[src/rtl/sram_bridge_wide.sv]
// sram_bridge_wide: bridges a host word bus to a narrow asynchronous SRAM.
// Each host word is split into BEATS = HOST_DW/MEM_DW beats. Each beat runs
// SETUP -> ACCESS (WAIT_CYCLES) -> HOLD. Write beats whose byte lanes are all
// deselected are skipped. Every pin is registered, and every pin is forced to its
// idle level by the asynchronous reset.
module sram_bridge_wide #(
  parameter int HOST_DW     = 32,
  parameter int MEM_DW      = 8,
  parameter int MEM_AW      = 17,
  parameter int WAIT_CYCLES = 1
) (
  input  logic                 clk,
  input  logic                 rst,
  input  logic                 s_stb,
  input  logic                 s_we,
  input  logic [MEM_AW-1:0]    s_addr,
  input  logic [HOST_DW-1:0]   s_wdata,
  input  logic [HOST_DW/8-1:0] s_sel,
  output logic [HOST_DW-1:0]   s_rdata,
  output logic                 s_ack,
  output logic                 busy,
  output logic [MEM_AW-1:0]    sram_addr,
  output logic                 sram_cen,
  output logic                 sram_wen,
  output logic                 sram_oen,
  output logic [MEM_DW/8-1:0]  sram_ben,
  output logic [MEM_DW-1:0]    sram_dq_o,
  output logic                 sram_dq_oe,
  input  logic [MEM_DW-1:0]    sram_dq_i
);
  localparam int BEATS = HOST_DW / MEM_DW;
  localparam int LB    = $clog2(BEATS);
  localparam int BW    = (LB > 0) ? LB : 1;
  localparam int LANES = MEM_DW / 8;
  localparam int CW    = (WAIT_CYCLES > 1) ? $clog2(WAIT_CYCLES) : 1;
  localparam logic [CW-1:0]     LAST_WAIT = CW'(WAIT_CYCLES - 1);
  localparam logic [MEM_AW-1:0] BEAT_MASK = MEM_AW'(BEATS - 1);

  typedef enum logic [2:0] {IDLE, SETUP, ACCESS, HOLD, ACK} state_t;

  state_t               state_q, state_d;
  logic [BW-1:0]        beat_q, beat_d;
  logic [CW-1:0]        wcnt_q, wcnt_d;
  logic                 we_q, we_d;
  logic [MEM_AW-1:0]    addr_q, addr_d;
  logic [HOST_DW-1:0]   wdata_q, wdata_d;
  logic [HOST_DW/8-1:0] sel_q, sel_d;
  logic [BEATS-1:0]     en_q, en_d;
  logic [HOST_DW-1:0]   s_rdata_q, s_rdata_d;
  logic                 s_ack_q, s_ack_d;
  logic                 busy_q, busy_d;
  logic [MEM_AW-1:0]    sram_addr_q, sram_addr_d;
  logic                 sram_cen_q, sram_cen_d;
  logic                 sram_wen_q, sram_wen_d;
  logic                 sram_oen_q, sram_oen_d;
  logic [LANES-1:0]     sram_ben_q, sram_ben_d;
  logic [MEM_DW-1:0]    sram_dq_o_q, sram_dq_o_d;
  logic                 sram_dq_oe_q, sram_dq_oe_d;

  // Per-beat views of the request: write-lane presence, data and select slices.
  logic [BEATS-1:0]  en_wr, en_in;
  logic [MEM_DW-1:0] wslice [BEATS];
  logic [LANES-1:0]  sslice [BEATS];

  for (genvar gi = 0; gi < BEATS; gi++) begin : g_beat
    assign en_wr[gi]  = |s_sel[gi*LANES +: LANES];
    assign wslice[gi] = wdata_d[gi*MEM_DW +: MEM_DW];
    assign sslice[gi] = sel_d[gi*LANES +: LANES];
  end

  // Reads touch every beat; writes only beats with at least one lane enabled.
  assign en_in = s_we ? en_wr : {BEATS{1'b1}};

  logic          first_found, next_found, active;
  logic [BW-1:0] first_idx, next_idx;

  // Next-state logic plus decode of the pin levels for the state being entered.
  always_comb begin
    state_d      = state_q;
    beat_d       = beat_q;
    wcnt_d       = wcnt_q;
    we_d         = we_q;
    addr_d       = addr_q;
    wdata_d      = wdata_q;
    sel_d        = sel_q;
    en_d         = en_q;
    s_rdata_d    = s_rdata_q;
    sram_addr_d  = sram_addr_q;
    sram_ben_d   = sram_ben_q;
    sram_dq_o_d  = sram_dq_o_q;

    first_found = |en_in;
    first_idx   = '0;
    for (int b = BEATS - 1; b >= 0; b--) begin
      if (en_in[b]) first_idx = BW'(b);
    end

    next_found = 1'b0;
    next_idx   = '0;
    for (int b = BEATS - 1; b >= 0; b--) begin
      if (en_q[b] && (BW'(b) > beat_q)) begin
        next_found = 1'b1;
        next_idx   = BW'(b);
      end
    end

    case (state_q)
      IDLE: begin
        if (s_stb) begin
          we_d    = s_we;
          addr_d  = s_addr;
          wdata_d = s_wdata;
          sel_d   = s_sel;
          en_d    = en_in;
          beat_d  = first_idx;
          state_d = (s_we && !first_found) ? ACK : SETUP;
        end
      end
      SETUP: begin
        wcnt_d  = '0;
        state_d = ACCESS;
      end
      ACCESS: begin
        if (wcnt_q == LAST_WAIT) begin
          state_d = HOLD;
          if (!we_q) begin
            for (int b = 0; b < BEATS; b++) begin
              if (beat_q == BW'(b)) s_rdata_d[b*MEM_DW +: MEM_DW] = sram_dq_i;
            end
          end
        end else begin
          wcnt_d = wcnt_q + 1'b1;
        end
      end
      HOLD: begin
        if (next_found) begin
          beat_d  = next_idx;
          state_d = SETUP;
        end else begin
          state_d = ACK;
        end
      end
      ACK:     state_d = IDLE;
      default: state_d = IDLE;
    endcase

    active       = (state_d == SETUP) || (state_d == ACCESS) || (state_d == HOLD);
    sram_cen_d   = ~active;
    sram_wen_d   = ~((state_d == ACCESS) && we_d);
    sram_oen_d   = ~(((state_d == SETUP) || (state_d == ACCESS)) && !we_d);
    sram_dq_oe_d = active && we_d;
    s_ack_d      = (state_d == ACK);
    busy_d       = (state_d != IDLE);

    if (state_d == SETUP) begin
      // Beat index replaces the low address bits, so it never carries upward.
      sram_addr_d = (addr_d & ~BEAT_MASK) | MEM_AW'(beat_d);
      sram_ben_d  = we_d ? ~sslice[beat_d] : '0;
      if (we_d) sram_dq_o_d = wslice[beat_d];
    end else if (!active) begin
      sram_ben_d = '1;
    end
  end

  // State and registered pins; reset drops everything to idle immediately.
  always_ff @(posedge clk or posedge rst) begin
    if (rst) begin
      state_q      <= IDLE;
      beat_q       <= '0;
      wcnt_q       <= '0;
      we_q         <= 1'b0;
      addr_q       <= '0;
      wdata_q      <= '0;
      sel_q        <= '0;
      en_q         <= '0;
      s_rdata_q    <= '0;
      s_ack_q      <= 1'b0;
      busy_q       <= 1'b0;
      sram_addr_q  <= '0;
      sram_cen_q   <= 1'b1;
      sram_wen_q   <= 1'b1;
      sram_oen_q   <= 1'b1;
      sram_ben_q   <= '1;
      sram_dq_o_q  <= '0;
      sram_dq_oe_q <= 1'b0;
    end else begin
      state_q      <= state_d;
      beat_q       <= beat_d;
      wcnt_q       <= wcnt_d;
      we_q         <= we_d;
      addr_q       <= addr_d;
      wdata_q      <= wdata_d;
      sel_q        <= sel_d;
      en_q         <= en_d;
      s_rdata_q    <= s_rdata_d;
      s_ack_q      <= s_ack_d;
      busy_q       <= busy_d;
      sram_addr_q  <= sram_addr_d;
      sram_cen_q   <= sram_cen_d;
      sram_wen_q   <= sram_wen_d;
      sram_oen_q   <= sram_oen_d;
      sram_ben_q   <= sram_ben_d;
      sram_dq_o_q  <= sram_dq_o_d;
      sram_dq_oe_q <= sram_dq_oe_d;
    end
  end

  assign s_rdata    = s_rdata_q;
  assign s_ack      = s_ack_q;
  assign busy       = busy_q;
  assign sram_addr  = sram_addr_q;
  assign sram_cen   = sram_cen_q;
  assign sram_wen   = sram_wen_q;
  assign sram_oen   = sram_oen_q;
  assign sram_ben   = sram_ben_q;
  assign sram_dq_o  = sram_dq_o_q;
  assign sram_dq_oe = sram_dq_oe_q;

endmodule

[config.mk]
export PLATFORM = sky130hd
export DESIGN_NAME = sram_bridge_wide
export DESIGN_NICKNAME = d
export VERILOG_FILES = /design/src/rtl/sram_bridge_wide.sv
export SDC_FILE = /design/constraint.sdc
export NUM_CORES = 1
export LEC_CHECK = 0
export BUFFER_PORTS_ARGS = -buffer_cell sky130_fd_sc_hd__buf_2
export CAP_MARGIN = 20
export CELL_PAD_IN_SITES_DETAIL_PLACEMENT = 1
export CELL_PAD_IN_SITES_GLOBAL_PLACEMENT = 2
export CORE_ASPECT_RATIO = 1.1
export CORE_MARGIN = 2
export CORE_UTILIZATION = 37
export CTS_CLUSTER_DIAMETER = 200
export DETAILED_ROUTE_END_ITERATION = 12
export PLACE_DENSITY = 0.84
export SYNTH_ARGS = -nofsm -noshare
export SYNTH_HDL_FRONTEND = slang
export SYNTH_SLANG_ARGS = --single-unit
export TNS_END_PERCENT = 30
[constraint.sdc]
create_clock -name clk -period 10.55 [get_ports clk]
set_clock_uncertainty 0.2 [all_clocks]
set_input_delay 1.055 -clock clk [delete_from_list [all_inputs] [get_ports clk]]
set_output_delay 1.055 -clock clk [all_outputs]
set_load 0.02 [all_outputs]
[Word level (Yosys, flattened, before mapping)]
Index checks and enable logic that the tools add are counted.
Word-level totals
  register bits after elaboration: 128
  output and inout port bits: 64
  word-level logic and storage cells: 110
Cells by class
  $add $sub $neg: 1
  $lt $le $gt $ge: 5
  eq/ne operators: 11
  muxes and demuxes: 40
  bitwise logic cells: 8
  reductions and logical operators: 23
Operators by type and width (count)
  32-bit two-way mux: 2
  17-bit two-way mux: 2
  2-bit two-way mux: 10
  17-bit by 2-bit bitwise OR with 17-bit output: 1
  8-bit binary-select mux with 2-bit select: 1
  8-bit two-way mux: 2
  4-bit AND reduction: 4
  3-bit by 2-bit equality test with 1-bit output (second input constant): 4
  1-bit two-way mux: 12
  3-bit two-way mux: 4
  4-bit two-way mux: 3
  3-bit case mux with 4 select lines: 1
  1-bit logical AND: 8
  3-bit by 1-bit equality test with 1-bit output (second input constant): 2
  1-bit inverter: 6
  2-bit equality test (second input constant): 2
  1-bit by 2-bit > comparator with 1-bit output (first input constant): 2
  2-bit > comparator (first input constant): 2
  2-bit case mux with 2 select lines: 1
  2-bit AND reduction: 2
  4-bit OR reduction: 1
  3-bit equality test (second input constant): 1
  3-bit greater-or-equal comparator (second input constant): 1
  3-bit zero test: 1
  11 further kinds: 13

[Longest topological paths before layout]
Gate-level depths: netlist of the first run.
  depth in word-level cells: 15
  gate-level depth with buffers: 10
  depth with buffers taken out: 7

[Least setup slack after synthesis of the first run]
No wires, ideal clock.
  path kind: input -> register
  start: input s_sel[0]
  end: register sram_dq_o_q[0], in the netlist sram_dq_o[0]
  setup time: 0.125 ns
  data arrival time: 2.434 ns
  data required time: 10.225 ns
  slack: 7.791 ns
  stages on the path: 9
  path buffers: 2
  cells stage by stage: nand2b_1 a22o_1 o211a_1 buf_6 clkinv_8 buf_8 mux2i_1 mux2i_1 mux2_2
On the way
  elaborated cells between the ends (all ways): 16
  those cells by class: eq/ne: 1; mux: 10; bitwise: 1; reduce/logical: 4
RTL lines
  start: declaration: line 18  | input logic [HOST_DW/8-1:0] s_sel,
  4-bit two-way mux: line 72  | assign en_in = s_we ? en_wr : {BEATS{1'b1}};
  2-bit two-way mux: line 95  | if (en_in[b]) first_idx = BW'(b);
  2-bit two-way mux: line 109  | if (s_stb) begin
  2-bit case mux with 2 select lines: line 107  | case (state_q)
  named net beat_d[0]: line 42  | logic [BW-1:0] beat_q, beat_d;
  2-bit inverter with 3-bit output (implied by the code): line 159  | if (we_d) sram_dq_o_d = wslice[beat_d];
  8-bit binary-select mux with 2-bit select: line 159
  8-bit two-way mux (implied by the code) (2 in series): line 159
  end signal: assignment: line 203  | sram_dq_o_q <= sram_dq_o_d;
  end: declaration: line 57  | logic [MEM_DW-1:0] sram_dq_o_q, sram_dq_o_d;
The timed path passes the listed nets, and every way through them passes these cells. The select of a mux whose other input is x is not followed.
A chain may end at the register's enable or synchronous reset.

[Worst setup path in the final report of the first run]
  start: input s_stb
  end: register sram_addr_q[16], in the netlist sram_addr[16]
On the way
  longest elaborated chain between the ends: 3
  elaborated cells between the ends (all ways): 6
  those cells by class: eq/ne: 1; mux: 4; bitwise: 1
RTL lines
  start: declaration: line 14  | input logic s_stb,
  3-bit two-way mux or 17-bit two-way mux (tied branches): line 109
  3-bit case mux with 4 select lines or 17-bit two-way mux (tied branches): line 107
  3-bit by 1-bit equality test with 1-bit output or 17-bit by 2-bit bitwise OR with 17-bit output (tied branches): line 155, 157
  end signal: assignment: line 198  | sram_addr_q <= sram_addr_d;
  end: declaration: line 52  | logic [MEM_AW-1:0] sram_addr_q, sram_addr_d;
Parallel ways exist; a longest one is shown, timed or not.

==> results of run 1 <==
## worst register-to-register path, stage by stage, from the launching register on
cell and delay (ns):
dfrtp_1 0.50, nor3_4 0.25, and2_2 0.16, buf_4 0.52, nand2_2 0.18, nand2_1 0.75
mux2_2 0.42
## area by class of cell
cell class | count | share of cell area, %
Sequential cell | 124 | 47.7
Multi-Input combinational cell | 262 | 28.2
Timing Repair Buffer | 130 | 10.5
Clock buffer | 20 | 7.01
Tap cell | 188 | 3.61
Clock inverter | 12 | 2.23
Inverter | 9 | 0.749
## sequential cells by signal, indices dropped and copies added (netlist names), 2 cells and up
signal     count
sel_q          4
beat_q         2
wdata_q       32
sram_dq_o      8
state_q        3
s_rdata       32
sram_addr     17
en_q           3
addr_q        15
## stage by stage
step | instance area [sq um] | std cells | util, % | total power [W] | hold slack (ns)
3_3_place_gp | 5880 | 712 | 43.0 | 0.00178 | 0.250
6_report | 6510 | 745 | 47.6 | 0.00239 | 0.269
4_1_cts | 6480 | 744 | 47.4 | 0.00243 | 0.261
5_1_grt | 6510 | 745 | 47.6 | 0.00256 | 0.286
3_5_place_dp | 5880 | 712 | 43.0 | 0.00182 | 0.248
2_1_floorplan | 5140 | 414 | - | 0.00155 | 0.194
## where the power goes
| part | internal (W) | switching, W |
|---|---|---|
| registers | 0.000719 | 0.000116 |
| clock network | 0.000381 | 0.000205 |
| logic | 0.000388 | 0.000578 |
| total | 0.00149 | 0.000899 |
## cells by family after synthesis
logic type             after synthesis  synth area share (%)
AND/OR/NAND/NOR                    138                  12.2
flip-flops                         124                  60.5
multiplexers                        86                  18.8
AO/OA/AOI/OAI                       36                  4.51
buffers and inverters               28                  3.73
XOR/XNOR                             2                 0.341
## per-layer routing
metal	vias to the layer above	track usage (%)
met5	-	0
met4	0	6.23
met3	11	5.12
met2	94	29.5
met1	1809	21.3
li1	1676	-
## synthesized netlist by cell type, drive strengths merged (2+ instances only)
cell	number
a211oi	2
a21oi	4
a31oi	7
buf	13
clkbuf	6
dfrtp	120
dfstp	4
inv	8
mux2	82
mux2i	4
nand2	57
nand2b	8
nand3b	3
nor2	45
nor2b	2
nor3	5
o211ai	2
o21ai	13
or3	14
## worst min path at each step
stage	from	endpoint	cells after the start
2_1_floorplan	we_q$_DFF_PP0_	sram_wen$_DFF_PP1_	1
3_3_place_gp	we_q$_DFF_PP0_	sram_wen$_DFF_PP1_	1
3_5_place_dp	we_q$_DFF_PP0_	sram_wen$_DFF_PP1_	1
4_1_cts	we_q$_DFF_PP0_	sram_wen$_DFF_PP1_	1
5_1_grt	we_q$_DFF_PP0_	sram_wen$_DFF_PP1_	1
6_report	we_q$_DFF_PP0_	sram_wen$_DFF_PP1_	1
==> results.txt, run 1 <==
status = completed
Max-cap violations = 0
critical path's slowest cell = nand2_1
Max Fanout on Critical Path = 56
Post-synth EDFFs = 0
CP Depth = 6
Synth Instances = 414
Die X = 116 um
WP data required = 10.64 ns
Routed WL per cell = 16.2 um
cell taking the most area after synthesis = dfrtp_1
final worst path period need = 3.11 ns
FF-to-FF Start = state_q[1]$_DFF_PP0_
Crit Reg-Reg Endpoint = sram_addr[16]$_DFFE_PP0N_
M1 WL = 5060 um
Tightest Hold Check Type = flip-flop to flip-flop
P&R area growth vs syn = 26.8%
Initial Utilization = 37.5%
Cell Area, Synth = 5140 sq um
clk sink count = 124
largest net degree at the start of global routing = 82
element type at the critical path end = flip-flop
Post-layout nets = 609
Vias = 3590
TritonCTS clock tree = done
commonest non-fill, non-tap cell in the layout = buf_2
clk buf depth = 2
Final Hold Vio Count = 0
GRT Util Overall = 17.5%
H-tree depth reported by CTS = 4
Arrival @ worst endpoint = 3.20 ns
DP HPWL = 8130 um
vias in the first global route = 3952
Die Height = 128 um
final setup fails = 0
Highest Signal Layer = met4
Final Max Tran Viols = 0
Peak Freq = 0.321 GHz
crit path from = s_stb
I/O Buffers = 126
register area share after synthesis = 60.5%
GR Overflow Total = 0
clock root buffer = clkbuf_16
Post-Syn Nets = 479
routed wire length = 12100 um
I/O Pins = 129
fill count = 1521
Register Area = 3110 sq um
Setup Fix Bufs, Post-CTS = 0
top cell type's share of synthesized area = 58.5%
number of diodes = 0
CP peak stage delay = 0.75 ns
Core Area = 13700 sq um
period utilisation layout = 29.5%
TritonCTS buffer count = 17
setup ws final = 7.44 ns
Sum Neg Setup Slack = 0 ns
peak supply drop = 0.000113 V
layout cells sized above 1 = 39.5%
PD cells = 367 nW/um^2
Cell Rows = 45
CTS resizes = 0
DRT Pass-1 Iters = 4
top_reg_cell synth = dfrtp_1
RD Place Congestion = 0.752
first-pass GRT wire length = 19800 um
Yosys reg bits = 124
commonest non-fill, non-tap cells in the layout = buf_2, dfrtp_1, nand2_1
register clock-pin slew on the reported worst setup and hold paths = 0.06 ns
FFs w/ async S/R, synth = 100%
Netlist cell types = 42
drt drc = 0
LEAKAGE = 3.10 nW
Multi-input gate area = 1840 sq um
Crit path max-delay family = simple AND/OR/NAND/NOR gates
critical path, cell by cell = buf_2 -> and2_2 -> buf_4 -> nand2_2 -> nand2_1 -> mux2_2
RSZ-0062 raised after global routing = no
yosys warns = 0
antenna violations before repair = 0
Worst setup SP type = input pin
metal3 WL = 648 um
die area = 14800 sq um
Worst Tran Pin Value = 0.966 ns
FF-to-FF setup slack = 7.46 ns
Worst Setup EP = sram_addr[16]$_DFFE_PP0N_
synthesized area per cell = 12.4 sq um
Clock Latency Late Sink = 0.41 ns
pre-CTS setup slack = 6.97 ns
Relative slew margins = 35.4%
vias per inst = 4.82
post-route ant nets = 0
WP buf/inv = 2
Worst Reg2Reg Path Length in Cells = 6
Crit Path Category = input pin to flip-flop
WL met2 = 6290 um
1st-iter DRT viols = 145
synth top area cells = dfrtp_1, mux2_2, mux2_1
hold_buf cts = 0
Note: power is estimated with default switching activity, not from simulation.
==> run 2: changes to the inputs <==
ABC_AREA = 1   (was default)
CORE_UTILIZATION = 32   (was 37)
PLACE_DENSITY = 0.79   (was 0.84)
clock period = 3 ns   (was 10.55 ns; I/O delays follow)
==> results.txt, run 2 <==
TritonCTS clock tree = done
Register Area = 3110 sq um (unchanged)
clock root buffer = clkbuf_16
GRT Util Overall = 17.2% (-0.32 points)
die area = 17600 sq um (+18%)
I/O Buffers = 126 (unchanged)
synthesized area per cell = 9.29 sq um (-25%)
clk buf depth = 2 (unchanged)
Die Height = 139 um (+8.8%)
synth top area cells = dfrtp_1, nand2_1, o21ai_0
Sum Neg Setup Slack = 0 ns (unchanged)
register area share after synthesis = 58.8% (-1.7 points)
Post-layout nets = 811 (+33%)
top_reg_cell synth = dfrtp_1
Core Area = 16200 sq um (+19%)
Post-synth EDFFs = 0 (unchanged)
H-tree depth reported by CTS = 4 (unchanged)
period utilisation layout = 78.6%
Hold Slack = 0.0201 ns (-0.249 ns)
Max-cap violations = 0 (unchanged)
final setup fails = 0 (unchanged)
element type at the critical path end = flip-flop
CTS resizes = 0 (unchanged)
Tightest Hold Check Type = input pin to flip-flop
register clock-pin slew on the reported worst setup and hold paths = 0.06 ns (about the same)
final core utilization = 44.4% (-3.2 points)
top cell type's share of synthesized area = 56.8% (-1.7 points)
PD cells = 1260 nW/um^2 (+240%)
Yosys reg bits = 124 (unchanged)
Max Fanout on Critical Path = 34 (-39%)
routed wire length = 14600 um (+21%)
yosys warns = 0 (unchanged)
Placed Area = 6070 sq um (+3.2%)
Final Hold Vio Count = 0 (unchanged)
DRT Pass-1 Iters = 5 (+1)
status = completed
fill count = 1911 (+26%)
Post-Syn Nets = 634 (+32%)
vias per inst = 4.66 (-3.2%)
cell taking the most area after synthesis = dfrtp_1
Netlist cell types = 33 (-21%)
I/O Pins = 129 (unchanged)
Arrival @ worst endpoint = 2.46 ns (-0.74 ns)
GR Overflow Total = 0 (unchanged)
vias in the first global route = 4770 (+21%)
WP data required = 3.10 ns (-7.54 ns)
layout cells sized above 1 = 27.9% (-12 points)
setup ws final = 0.642 ns (-6.79 ns)
first-pass GRT wire length = 24000 um (+21%)
Cell Rows = 49 (+8.9%)
TritonCTS buffer count = 17 (unchanged)
Clock Latency Late Sink = 0.41 ns (about the same)
largest net degree at the start of global routing = 82 (unchanged)
commonest non-fill, non-tap cells in the layout = nand2_1, buf_2, dfrtp_1
Final Max Tran Viols = 0 (unchanged)
most numerous cell in the Yosys netlist = nand2_1
FFs w/ async S/R, synth = 100% (unchanged)
Peak Freq = 0.424 GHz
Cell Area, Synth = 5290 sq um (+2.9%)
post-route ant nets = 0 (unchanged)
1st-iter DRT viols = 197 (+36%)
Relative slew margins = 58.1% (+23 points)
RSZ-0062 raised after global routing = no
commonest non-fill, non-tap cell in the layout = nand2_1
Worst Tran Pin Value = 0.626 ns (-0.340 ns)
Multi-input gate area = 1770 sq um (-3.7%)
hold_buf cts = 50 (+50)
final worst path period need = 2.36 ns
peak supply drop = 0.000440 V (+290%)
Vias = 4496 (+25%)
DP HPWL = 9940 um (+22%)
Post-synth top cells = nand2_1, dfrtp_1, o21ai_0
antenna violations before repair = 1 (+1)
Die X = 127 um (+8.8%)
pre-CTS setup slack = 0.674 ns (-6.30 ns)
LEAKAGE = 3.56 nW (+15%)
Initial Utilization = 32.5% (-5.0 points)
clk sink count = 124 (unchanged)
Routed WL per cell = 15.2 um (-6.5%)
P&R area growth vs syn = 36.3%
Synth Instances = 569 (+37%)
Setup Fix Bufs, Post-CTS = 0 (unchanged)
Crit Path Category = flip-flop to flip-flop
Finished Cell Area = 7210 sq um (+11%)
drt drc = 0 (unchanged)
Worst setup SP type = flip-flop
RD Place Congestion = 0.766 (+1.9%)
run 2: changes by cell type in the layout (fill, tap and decap cells not counted), sizes merged, moves of 32 or more:
cell and change:
nand2 +104, dlygate4sd3 +50, or2 +32, o21ai +60, inv +55, mux2 -82
run 2: worst paths after layout:
path / start / endpoint / slack, ns / cells past startpoint
worst max-delay path: state_q[1]$_DFF_PP0_ / sram_dq_o[5]$_DFFE_PP0P_ / 0.64 / 10
worst min-delay path: sram_dq_i[1] / s_rdata[1]$_DFFE_PP0P_ / 0.02 / 3
worst max register to register: state_q[1]$_DFF_PP0_ / sram_dq_o[5]$_DFFE_PP0P_ / 0.64 / 10
worst min register to register: addr_q[3]$_DFF_PP0_ / addr_q[3]$_DFF_PP0_ / 0.28 / 2
max in group asynchronous: rst / sram_wen$_DFF_PP1_ / 1.77 / 4
min in group asynchronous: rst / wdata_q[23]$_DFF_PP0_ / 0.38 / 4
run 2: kinds of logic (layout without fill, tap and decap cells):
kind of cell,Yosys count,after routing,synth area share [%]
compound gates,113,113,12.7
buf+inv,87,277,7.74
flops,124,124,58.8
other cells,0,1,0
simple gates,245,245,20.8
run 2: stage by stage:
step	cells	power, W
2_1_floorplan	569	0.00588
3_3_place_gp	881	0.00680
3_5_place_dp	881	0.00695
4_1_cts	963	0.00924
5_1_grt	964	0.00984
6_report	964	0.00910
run 2: layout make-up:
cell class / instances / share of cell area [%]
Sequential cell: 124 / 43.1
Antenna cell: 1 / 0.0347
Clock inverter: 14 / 2.71
Multi-Input combinational cell: 358 / 24.6
Clock buffer: 18 / 6.09
Inverter: 64 / 3.38
Tap cell: 204 / 3.54
Timing Repair Buffer: 181 / 16.6
run 2: per-layer routing:
metal | share of wire, % | vias to the layer above | GRT usage [%]
met5 | 0 | - | 0
met4 | 1.6 | 0 | 6.54
met3 | 5.8 | 20 | 4.71
met2 | 48 | 112 | 27.5
met1 | 45 | 2182 | 22.3
li1 | - | 2182 | -
run 2: worst max-delay path, cell delays in order, from the launching register on:
cell      delay, ns
dfrtp_1        0.43
nor2_2         0.16
nand3_2        0.09
buf_4          0.27
buf_4          0.30
o21ai_0        0.38
nand2_1        0.12
o211ai_1       0.11
nand2_1        0.07
nand2_1        0.06
nand2_1        0.04
run 2: report_power, final:
part | internal [W] | switching [W]
clock | 0.00141 | 0.000762
sequential | 0.00253 | 0.000380
combinational | 0.00136 | 0.00266
total | 0.00530 | 0.00380
